`src/rtl/hazard_controller.sv`:
```
// hazard_controller: load-use, data-memory-wait and redirect stall/flush sequencer for the 5-stage core.
// Optional stall/flush performance counters are built when HAZARD_PERF_CNT_EN is defined.
module hazard_controller #(
    parameter int IMEM_LAT    = 1,
    parameter int MEM_TIMEOUT = 255
) (
    input  logic        clk,
    input  logic        rst,
    input  logic        D_E_mem_rd,
    input  logic [4:0]  D_E_rd_adr,
    input  logic [4:0]  rs1_adr,
    input  logic [4:0]  rs2_adr,
    input  logic        rs1_used,
    input  logic        rs2_used,
    input  logic        branch_taken,
    input  logic        E_M_mem_req,
    input  logic        dmem_ready,
    output logic        stall_F,
    output logic        stall_D,
    output logic        stall_E,
    output logic        stall_M,
    output logic        flush_D,
    output logic        bubble_E,
    output logic        mem_err,
    output logic [1:0]  state,
    output logic [31:0] stall_cnt,
    output logic [31:0] flush_cnt
);
    typedef enum logic [1:0] {RUN = 2'b00, MEMWAIT = 2'b01, REDIR = 2'b10} state_t;
    state_t     st_q, st_d;
    logic [9:0] wcnt_q, wcnt_d;
    logic [2:0] sq_q, sq_d;
    logic       lu, mw, to, hold, stall_all, stall_fd, flush, bubble;
    assign lu = D_E_mem_rd && D_E_rd_adr != 5'd0 &&
                ((rs1_used && rs1_adr == D_E_rd_adr) || (rs2_used && rs2_adr == D_E_rd_adr));
    assign mw = E_M_mem_req && !dmem_ready;
    assign to = st_q == MEMWAIT && mw && ({1'b0, wcnt_q} + 11'd1 >= 11'(MEM_TIMEOUT));
    // A timed-out access is abandoned, so its wait no longer holds the pipe.
    assign hold = mw && !to;
    always_comb begin
        st_d      = RUN;
        wcnt_d    = 10'd0;
        sq_d      = sq_q;
        stall_all = 1'b0;
        stall_fd  = 1'b0;
        flush     = 1'b0;
        bubble    = 1'b0;
        if (hold) begin
            st_d      = MEMWAIT;
            wcnt_d    = st_q == MEMWAIT ? wcnt_q + 10'd1 : 10'd1;
            stall_all = 1'b1;
        end else if (branch_taken) begin
            flush  = 1'b1;
            bubble = 1'b1;
            sq_d   = 3'(IMEM_LAT);
            st_d   = IMEM_LAT > 0 ? REDIR : RUN;
        end else if (sq_q != 3'd0) begin
            // Pending squash (possibly interrupted by a memory wait) keeps flushing D.
            flush = 1'b1;
            sq_d  = sq_q - 3'd1;
            st_d  = sq_q == 3'd1 ? RUN : REDIR;
        end else if (lu) begin
            stall_fd = 1'b1;
            bubble   = 1'b1;
        end
    end
    always_ff @(posedge clk or posedge rst) begin
        if (rst) begin
            st_q    <= RUN;
            wcnt_q  <= 10'd0;
            sq_q    <= 3'd0;
            mem_err <= 1'b0;
        end else begin
            st_q    <= st_d;
            wcnt_q  <= wcnt_d;
            sq_q    <= sq_d;
            mem_err <= to;
        end
    end
    assign stall_F  = !rst && (stall_all || stall_fd);
    assign stall_D  = !rst && (stall_all || stall_fd);
    assign stall_E  = !rst && stall_all;
    assign stall_M  = !rst && stall_all;
    assign flush_D  = !rst && flush;
    assign bubble_E = !rst && bubble;
    assign state    = st_q;
`ifdef HAZARD_PERF_CNT_EN
    always_ff @(posedge clk or posedge rst) begin
        if (rst) begin
            stall_cnt <= 32'd0;
            flush_cnt <= 32'd0;
        end else begin
            if (stall_F && !(&stall_cnt)) stall_cnt <= stall_cnt + 32'd1;
            if (flush_D && !(&flush_cnt)) flush_cnt <= flush_cnt + 32'd1;
        end
    end
`else
    assign stall_cnt = 32'd0;
    assign flush_cnt = 32'd0;
`endif
endmodule

```
`config.mk`:
```
export PLATFORM = sky130hd
export DESIGN_NAME = hazard_controller
export DESIGN_NICKNAME = d
export VERILOG_FILES = /design/src/rtl/hazard_controller.sv
export SDC_FILE = /design/constraint.sdc
export NUM_CORES = 1
export LEC_CHECK = 0
export CAP_MARGIN = 20
export CORE_ASPECT_RATIO = 1.2
export CORE_MARGIN = 8
export CORE_UTILIZATION = 40
export DETAILED_ROUTE_END_ITERATION = 8
export DONT_BUFFER_PORTS = 1
export GPL_ROUTABILITY_DRIVEN = 0
export HOLD_SLACK_MARGIN = 0.02
export PLACE_DENSITY = 0.52
export SYNTH_ARGS = -nofsm -noshare
export SYNTH_HDL_FRONTEND = slang
export SYNTH_SLANG_ARGS = --single-unit
```
`constraint.sdc`:
```
create_clock -name clk -period 2.5 [get_ports clk]
set_clock_uncertainty 0.05 [all_clocks]
set_input_delay 0.375 -clock clk [delete_from_list [all_inputs] [get_ports clk]]
set_output_delay 0.375 -clock clk [all_outputs]
set_load 0.02 [all_outputs]
```
# == After elaboration in Yosys (flattened, before gate mapping) ==
# Cells that the tools add are included.
# word_totals
out_inout_bits,73
in_bits,23
mem_bits_rw,0
mem_count,0
rom_bits,0
elab_cells,52
reg_bits,16
latchBits,0
# classes
shift,0
reduce_logical,21
multipliers,0
order_cmp,1
mux,18
n_bitwise,1
n_div,0
eq_ne,4
addsub,3
# op_table
op,count
$mux 10,2
$logic_and 1x1->1,12
$add 10x1->11 const B,1
$ge 11x8->1 const B,1
$add 10x1->10 const B,1
$eq 5x5->1,2
$mux 1,10
$mux 2,4
$mux 3,2
$reduce_bool 5->1,1
$eq 3x1->1 const B,1
$logic_not 1->1,3
$reduce_bool 3->1,1
$sub 3x1->3 const B,1
$eq 2x1->1 const B,1
$logic_or 1x1->1,2
$reduce_and 2->1,1
$reduce_bool 2->1,1
$not 1->1,1

# == Longest topological paths before layout ==
# Gate-level depths: netlist of run 1.
# logic_depth
word_depth,10
depth_mapped,8
depth_no_buf,8

# == Worst setup path after synthesis of run 1 ==
# OpenSTA, ideal clock, no wires.
# synth_timing
path_kind,register to output
start,reg wcnt_q[0]
end,out stall_F
arrival_ns,2.296
path_slack_ns,-0.221
t_required_ns,2.075
path_buffers,1
path_stages_with_launch,8
path_cell_list,dfrtp_1 ha_1 nand4_1 or4_1 a31oi_2 o21ai_4 a21oi_1 buf_4
# synth_between
elab_chain_cells,8
word_cells_on_any_way,9
classes_between,1 x add/sub; 1 x order compare; 2 x mux; 5 x reduce/logical
# synth_rtl
element,line_no,source
"start, declared",31,"logic [9:0] wcnt_q, wcnt_d;"
"start signal, assigned",75,wcnt_q <= wcnt_d;
$add 10x1->11 (*),37,"assign to = st_q == MEMWAIT && mw && ({1'b0, wcnt_q} + 11'd1 >= 11'(MEM_TIMEOUT));"
$ge 11x8->1 (*),37,
$logic_and 1x1->1 (*),37,
$logic_not 1->1 (*),39,assign hold = mw && !to;
$logic_and 1x1->1 (*),39,
$mux 1,48,if (hold) begin
$logic_or 1x1->1 (*),n/a,
$logic_and 1x1->1 (*),n/a,
"end, declared",18,"output logic stall_F,"
# Mark *: on every way between the ends. The rest lies on a longest branch, timed or not.

# == Worst setup path after layout of run 1 ==
# layout_timing
start,reg wcnt_q[0]
end,out flush_D
# layout_between
elab_chain_cells,7
# layout_rtl
element,line_no,source
$add 10x1->11,37,
$ge 11x8->1,37,
$logic_and 1x1->1,37,
$logic_not 1->1,39,
$logic_and 1x1->1,39,
net hold,33,"logic lu, mw, to, hold, stall_all, stall_fd, flush, bubble;"
$mux 1,48,
$logic_and 1x1->1,84,assign flush_D = !rst && flush;
"end, declared",22,"output logic flush_D,"
# The timed path passes the listed nets, and every way through them passes these cells.

==> results of run 1 <==
## kinds of logic (layout without fill, tap and decap cells)
kind of cell,Yosys count,in the layout,share of synthesized area [%]
buffers and inverters,73,35,32.5
and+or+nand+nor,48,48,16.6
AOI/OAI and AO/OA,25,25,13.6
DFF,16,16,25.0
xor gates and xnor gates,15,15,8.19
adders and majority gates,5,5,3.90
other,1,66,0.234
## power by group through the flow
stage / clock network [uW] / registers [uW] / logic (uW)
finish: 192 / 331 / 326
CTS: 198 / 333 / 320
global route: 206 / 335 / 364
floorplan: 0 / 327 / 318
detailed placement: 0 / 336 / 303
global placement: 0 / 337 / 304
## per-stage QoR
step                std cells  utilization, %  cell area (um^2)
floorplan                 248               -              1860
global placement          252            40.4              1580
detailed placement        252            40.4              1580
CTS                       261            44.1              1720
global route              264            44.8              1750
finish                    264            44.8              1750
## final cells by class
type	instances	area [um^2]	area share, %
inverter	7	26.3	1.50
timing repair buffer	25	229	13.1
clock buffer	3	41.3	2.36
multi-input combinational	159	987	56.3
sequential	16	402	22.9
tap	54	67.6	3.85
## synth_stat cells, types with 4 or more instances
cell type	number	area (um^2)
nand3_1	5	25.0
xnor2_1	5	43.8
dfrtp_1	16	400
ha_1	5	62.6
o211ai_1	6	45.0
and3_1	5	31.3
buf_4	66	495
nor2b_1	5	31.3
inv_1	6	22.5
xor2_1	10	87.6
nand2_1	4	15.0
nor2_1	12	45.0
## routing by layer
metal | track usage [%] | share of wire, %
met5 | 0 | 0
met4 | 6.19 | 2.4
met3 | 2.95 | 8.9
met2 | 18.8 | 51
met1 | 11.2 | 38
## state kept, by name, summed over array words and instances (netlist names)
register,cells
mem_err,1
sq_q,3
state,2
wcnt_q,10
## worst paths after layout
check	start	end	slack (ps)	depth (start not counted)
min in group clk	branch_taken	state[1]	210	2
max in group asynchronous	rst	wcnt_q[5]	1920	1
worst max register to register	wcnt_q[0]	wcnt_q[4]	370	11
worst min-delay path	rst	sq_q[1]	40	1
worst min register to register	sq_q[1]	sq_q[1]	520	2
worst max-delay path	wcnt_q[0]	flush_D	-100	8
## critical path: cells and delay by family, from the launching register on
family,cells,cell delay [ps]
AO/OA/AOI/OAI,3,630
AND/OR/NAND/NOR,2,500
buffers and inverters,3,400
flip-flops,1,390
## repair_timing
| action | CTS | global route |
|---|---|---|
| resized for setup | 10 | 2 |
| endpoints found under the setup margin | 6 | 6 |
| setup buffers | 6 | 3 |
| pin swaps | 6 | 5 |
==> flow_metrics.tcl, run 1 <==
set metrics [dict create \
    async_reset_ff_share_pct 100 \
    io_pins 96 \
    dominantRegCellSynth "dfrtp_1" \
    cp_cell_sequence "buf_4, nand2_2, or4_4, a31o_4, o21ai_4, inv_2, a211oi_2, buf_4" \
    syn_area_mm2 0.00160 \
    peakVddDrop_mv 0.253 \
    grt_pass1_vias 1176 \
    synthCells 183 \
    total_power_uw 849 \
    tightest_slew_ps 625 \
    cp_slowest_stage_delay_ps 430 \
    core_area_mm2 0.00391 \
    start_util_pct 41.0 \
    fin_setup_tns_ps -454 \
    dp_hpwl_um 2820 \
    failed_checks "setup timing" \
    die_h_um 85.4 \
    slew_headroom_pct 58.3 \
    vias 1139 \
    pre_cts_ws_ps 48.1 \
    critPathArrivalTime_ps 2170 \
    critPathSlowestCell "or4_4" \
    p_sw_share_pct 39.3 \
    seq_power_share_pct 39.0 \
    clkSinkCount 16 \
    final_nets 240 \
    cts_hold_buf 0 \
    fillCellCount 389 \
    finalSetupViolCount 6 \
    synth-edff-count 0 \
    dr.pass1.iters 4 \
    avgSynthCellArea_um2 8.77 \
    power_frac_clock_pct 22.6 \
    share_comb_of_total_power_pct 38.4 \
    die_area_mm2 0.00630 \
    fmax_ghz 0.385 \
    area_growth_pct 9.28 \
    portBuffers 0 \
    wl_per_cell_um 12.9 \
    yosysUniqueCellTypes 36 \
    antenna_found_initial 0 \
    crit_fanout 3 \
    min_period_over_period_pct 104 \
    status "finished, violations left" \
    path_class "flip-flop to output port" \
    grt_max_degree 17 \
    grt_pass1_wl_um 5430 \
    tritoncts "done" \
    drv_cap 0 \
    cts_root_buffer "clkbuf_8" \
    grt-ovfl-total 0 \
    drc 0 \
    power_switching_uw 334 \
    final_common_cell "conb_1" \
    worst_hold_slack_ps 42.4 \
    cts_made_buffers 3 \
    post-route-min-period_ps 2600 \
    crit_required_ps 2080 \
    yosys_register_bits 16 \
    internal-power_uw 515 \
    slew_viol_final 0 \
    ant_nets 0 \
    synth_seq_area_share_pct 25.0 \
    yosys_warnings 0 \
    clockBufferDepth 2 \
    hold_viol 0 \
    startpoint_type "flip-flop" \
    track_usage_pct 10.8 \
    dieWidth_um 73.8 \
    rsz0062_at_grt "yes" \
    setup_ws_ps -99.4 \
    htreeDepth 1 \
    clk_latency_ps 250 \
    avgViaCountPerCell 4.31 \
    min_path_type "primary input to async pin" \
    cp_common_cell "buf_4" \
    layout-drive-gt1-share_pct 22.9 \
    diodes 0 \
    leakage_uw 0.000858 \
    mostFrequentLayoutCells "66 x conb_1, 21 x buf_4, 15 x dfrtp_1" \
    critPathCaptureType "output port" \
    row_count 25 \
    first_iter_violations 42 \
    clk_pin_slew_worst_paths_ps 60 \
    drt-total-wl_um 3390 \
    power_density_mw_per_mm2 484 \
]
No activity file was read; power rests on OpenSTA's default activity.
==> run 2: changes to the inputs <==
Settings changed: ABC_AREA set to 1, GPL_ROUTABILITY_DRIVEN 0 to unset, REMOVE_ABC_BUFFERS set to 1.
==> flow_metrics.tcl, run 2 <==
set metrics [dict create \
    status "finished clean" \
    holdPathEnd "state[1]" \
    pre_cts_ws_ps 242 \
    first_iter_violations 147 \
    worstReg2RegEnd "sq_q[0]" \
    die_h_um 85.2 \
    finalSetupViolCount 0 \
    final_nets 262 \
    synth_seq_area_share_pct 25.1 \
    critPathCaptureType "output port" \
    yosys_register_bits 16 \
    total_power_uw 855 \
    row_count 25 \
    dieWidth_um 73.6 \
    setup_ws_ps 58.2 \
    drc 0 \
    clk_latency_ps 250 \
    cts_made_buffers 3 \
    antenna_found_initial 0 \
    synthXorXnorAreaFrac_pct 2.20 \
    yosysUniqueCellTypes 29 \
    drv_cap 0 \
    rr_worst_depth 14 \
    vias 1152 \
    io_pins 96 \
    wl_per_cell_um 11.4 \
    area_growth_pct 0.550 \
    peakVddDrop_mv 0.243 \
    synthCells 217 \
    hold-path-cell-count 2 \
    dr.pass1.iters 4 \
    hold_viol 0 \
    gp_congestion 0.774 \
    synth_top_family_by_area "buffers and inverters" \
    clk_pin_slew_worst_paths_ps 60 \
    slew_viol_final 0 \
    crit_required_ps 2080 \
    core_area_mm2 0.00388 \
    grt-ovfl-total 0 \
    r2r_setup_slack_ps 650 \
    power_density_mw_per_mm2 534 \
    diodes 0 \
    critPathArrivalTime_ps 2020 \
    netlist_top_cells_area "buf_4 31%, dfrtp_1 25%, nand2_1 6.8%" \
    track_usage_pct 10.4 \
    grt_pass1_vias 1213 \
    synth.area.mux_share_pct 0 \
    rsz0062_at_grt "yes" \
    synth-simple-area-share_pct 24.5 \
    startpoint_type "flip-flop" \
    min_period_over_period_pct 97.7 \
    post-route-min-period_ps 2440 \
    grt_max_degree 18 \
    path_class "flip-flop to output port" \
    avgViaCountPerCell 4.01 \
    drt-total-wl_um 3280 \
    die_area_mm2 0.00627 \
    largest_register_ffs 10 \
    rr_startpoint "wcnt_q[0]" \
    ant_nets 0 \
    yosysTopAreaCell "buf_4" \
    tritoncts "done" \
    htreeDepth 1 \
    mostFrequentLayoutCells "66 x conb_1, 29 x nand2_1, 21 x inv_1" \
    yosys_warnings 0 \
    synthTopCellsByCount "66 x buf_4, 29 x nand2_1, 22 x nor2_1" \
    dominantRegCellSynth "dfrtp_1" \
    clkSinkCount 16 \
    cts_root_buffer "clkbuf_8" \
    synth_compound_area_share_pct 7.30 \
    leakage_uw 0.000838 \
    top_register "wcnt_q" \
    syn_area_mm2 0.00159 \
    async_reset_ff_share_pct 100 \
    worst_hold_slack_ps 235 \
    avgSynthCellArea_um2 7.35 \
    dp_hpwl_um 2720 \
    portBuffers 0 \
    yosys.area.top_type_share_pct 31.1 \
    fmax_ghz 0.410 \
    synth-edff-count 0 \
    clockBufferDepth 2 \
    min_path_type "primary input to flip-flop" \
    hp-start "branch_taken" \
    synthAdderAreaFrac_pct 3.92 \
    start_util_pct 41.1 \
    final_common_cell "conb_1" \
    layout-drive-gt1-share_pct 17.2 \
    yosysMostFrequentCell "buf_4" \
    crit_fanout 7 \
    grt_pass1_wl_um 5300 \
]
## run 2: cell count changes after synthesis, moves of 6 or more
cell      change
nor2_1       +10
nand2_2       +6
nand2_1      +25
xor2_1        -7
inv_1        +15
o211ai_1      -6
## run 2: kinds of logic (layout without fill, tap and decap cells)
| family | count (synthesis) | in the layout |
|---|---|---|
| buffers and inverters | 90 | 41 |
| and+or+nand+nor | 82 | 82 |
| AOI/OAI and AO/OA | 19 | 19 |
| DFF | 16 | 16 |
| adders and majority gates | 5 | 5 |
| xor gates and xnor gates | 4 | 4 |
| other | 1 | 66 |
## run 2: critical path: stages (launching register included)
cell	delay [ps]
dfrtp_1	420
inv_2	90
ha_4	200
nor2_4	90
nor2_1	40
nor2_1	90
nand2_1	70
nor2_2	110
nand3_2	70
nand2_1	90
nand2_2	80
nand2_4	110
nand2_2	60
nor2_2	100
buf_6	130
## run 2: worst max path at each step
| stage | from | end | slack [ps] | cells after the start |
|---|---|---|---|---|
| after floorplan | wcnt_q[0] | stall_D | 140 | 12 |
| after global placement | wcnt_q[0] | stall_D | 270 | 12 |
| after detailed placement | wcnt_q[0] | bubble_E | 240 | 14 |
| after CTS | wcnt_q[0] | bubble_E | 5 | 14 |
| after global routing | wcnt_q[0] | bubble_E | -110 | 14 |
| final | wcnt_q[0] | bubble_E | 60 | 14 |
## run 2: layer usage
metal	up-vias	GRT usage [%]	wire (um)
met4	0	4.37	28
met1	529	10.2	1160
met3	2	2.71	206
li1	582	-	-
met5	-	0	0
met2	39	19.4	1890
## run 2: area by class of cell
cell class	count	area, um^2
Sequential cell	16	402
Multi-Input combinational cell	176	885
Inverter	24	90.1
Timing Repair Buffer	13	104
Fill cell	442	2280
Tap cell	54	67.6
Clock buffer	4	55.1
## run 2: report_power, final
group | switching [uW] | internal, uW | leakage, uW
Clock | 89.4 | 140 | 0.0000288
Sequential | 40.3 | 293 | 0.000208
Combinational | 211 | 82.9 | 0.000601
## run 2: timing repair
item / 4_1_cts / 5_1_grt
gates resized for setup: 0 / 9
hold endpoints to repair: 16 / 0
buffers inserted: 2 / 6
hold buffers: 1 / 0
endpoints found under the setup margin: 4 / 6
pin swaps: 0 / 9
## run 2: through the flow
step                      TNS [ps]  cell area, um^2  std cells  util [%]
after floorplan                  0             1340        216         -
after global placement           0             1440        274      37.1
after detailed placement         0             1440        274      37.1
after CTS                        0             1520        281      39.2
after global routing          -410             1600        287      41.3
final                            0             1600        287      41.3
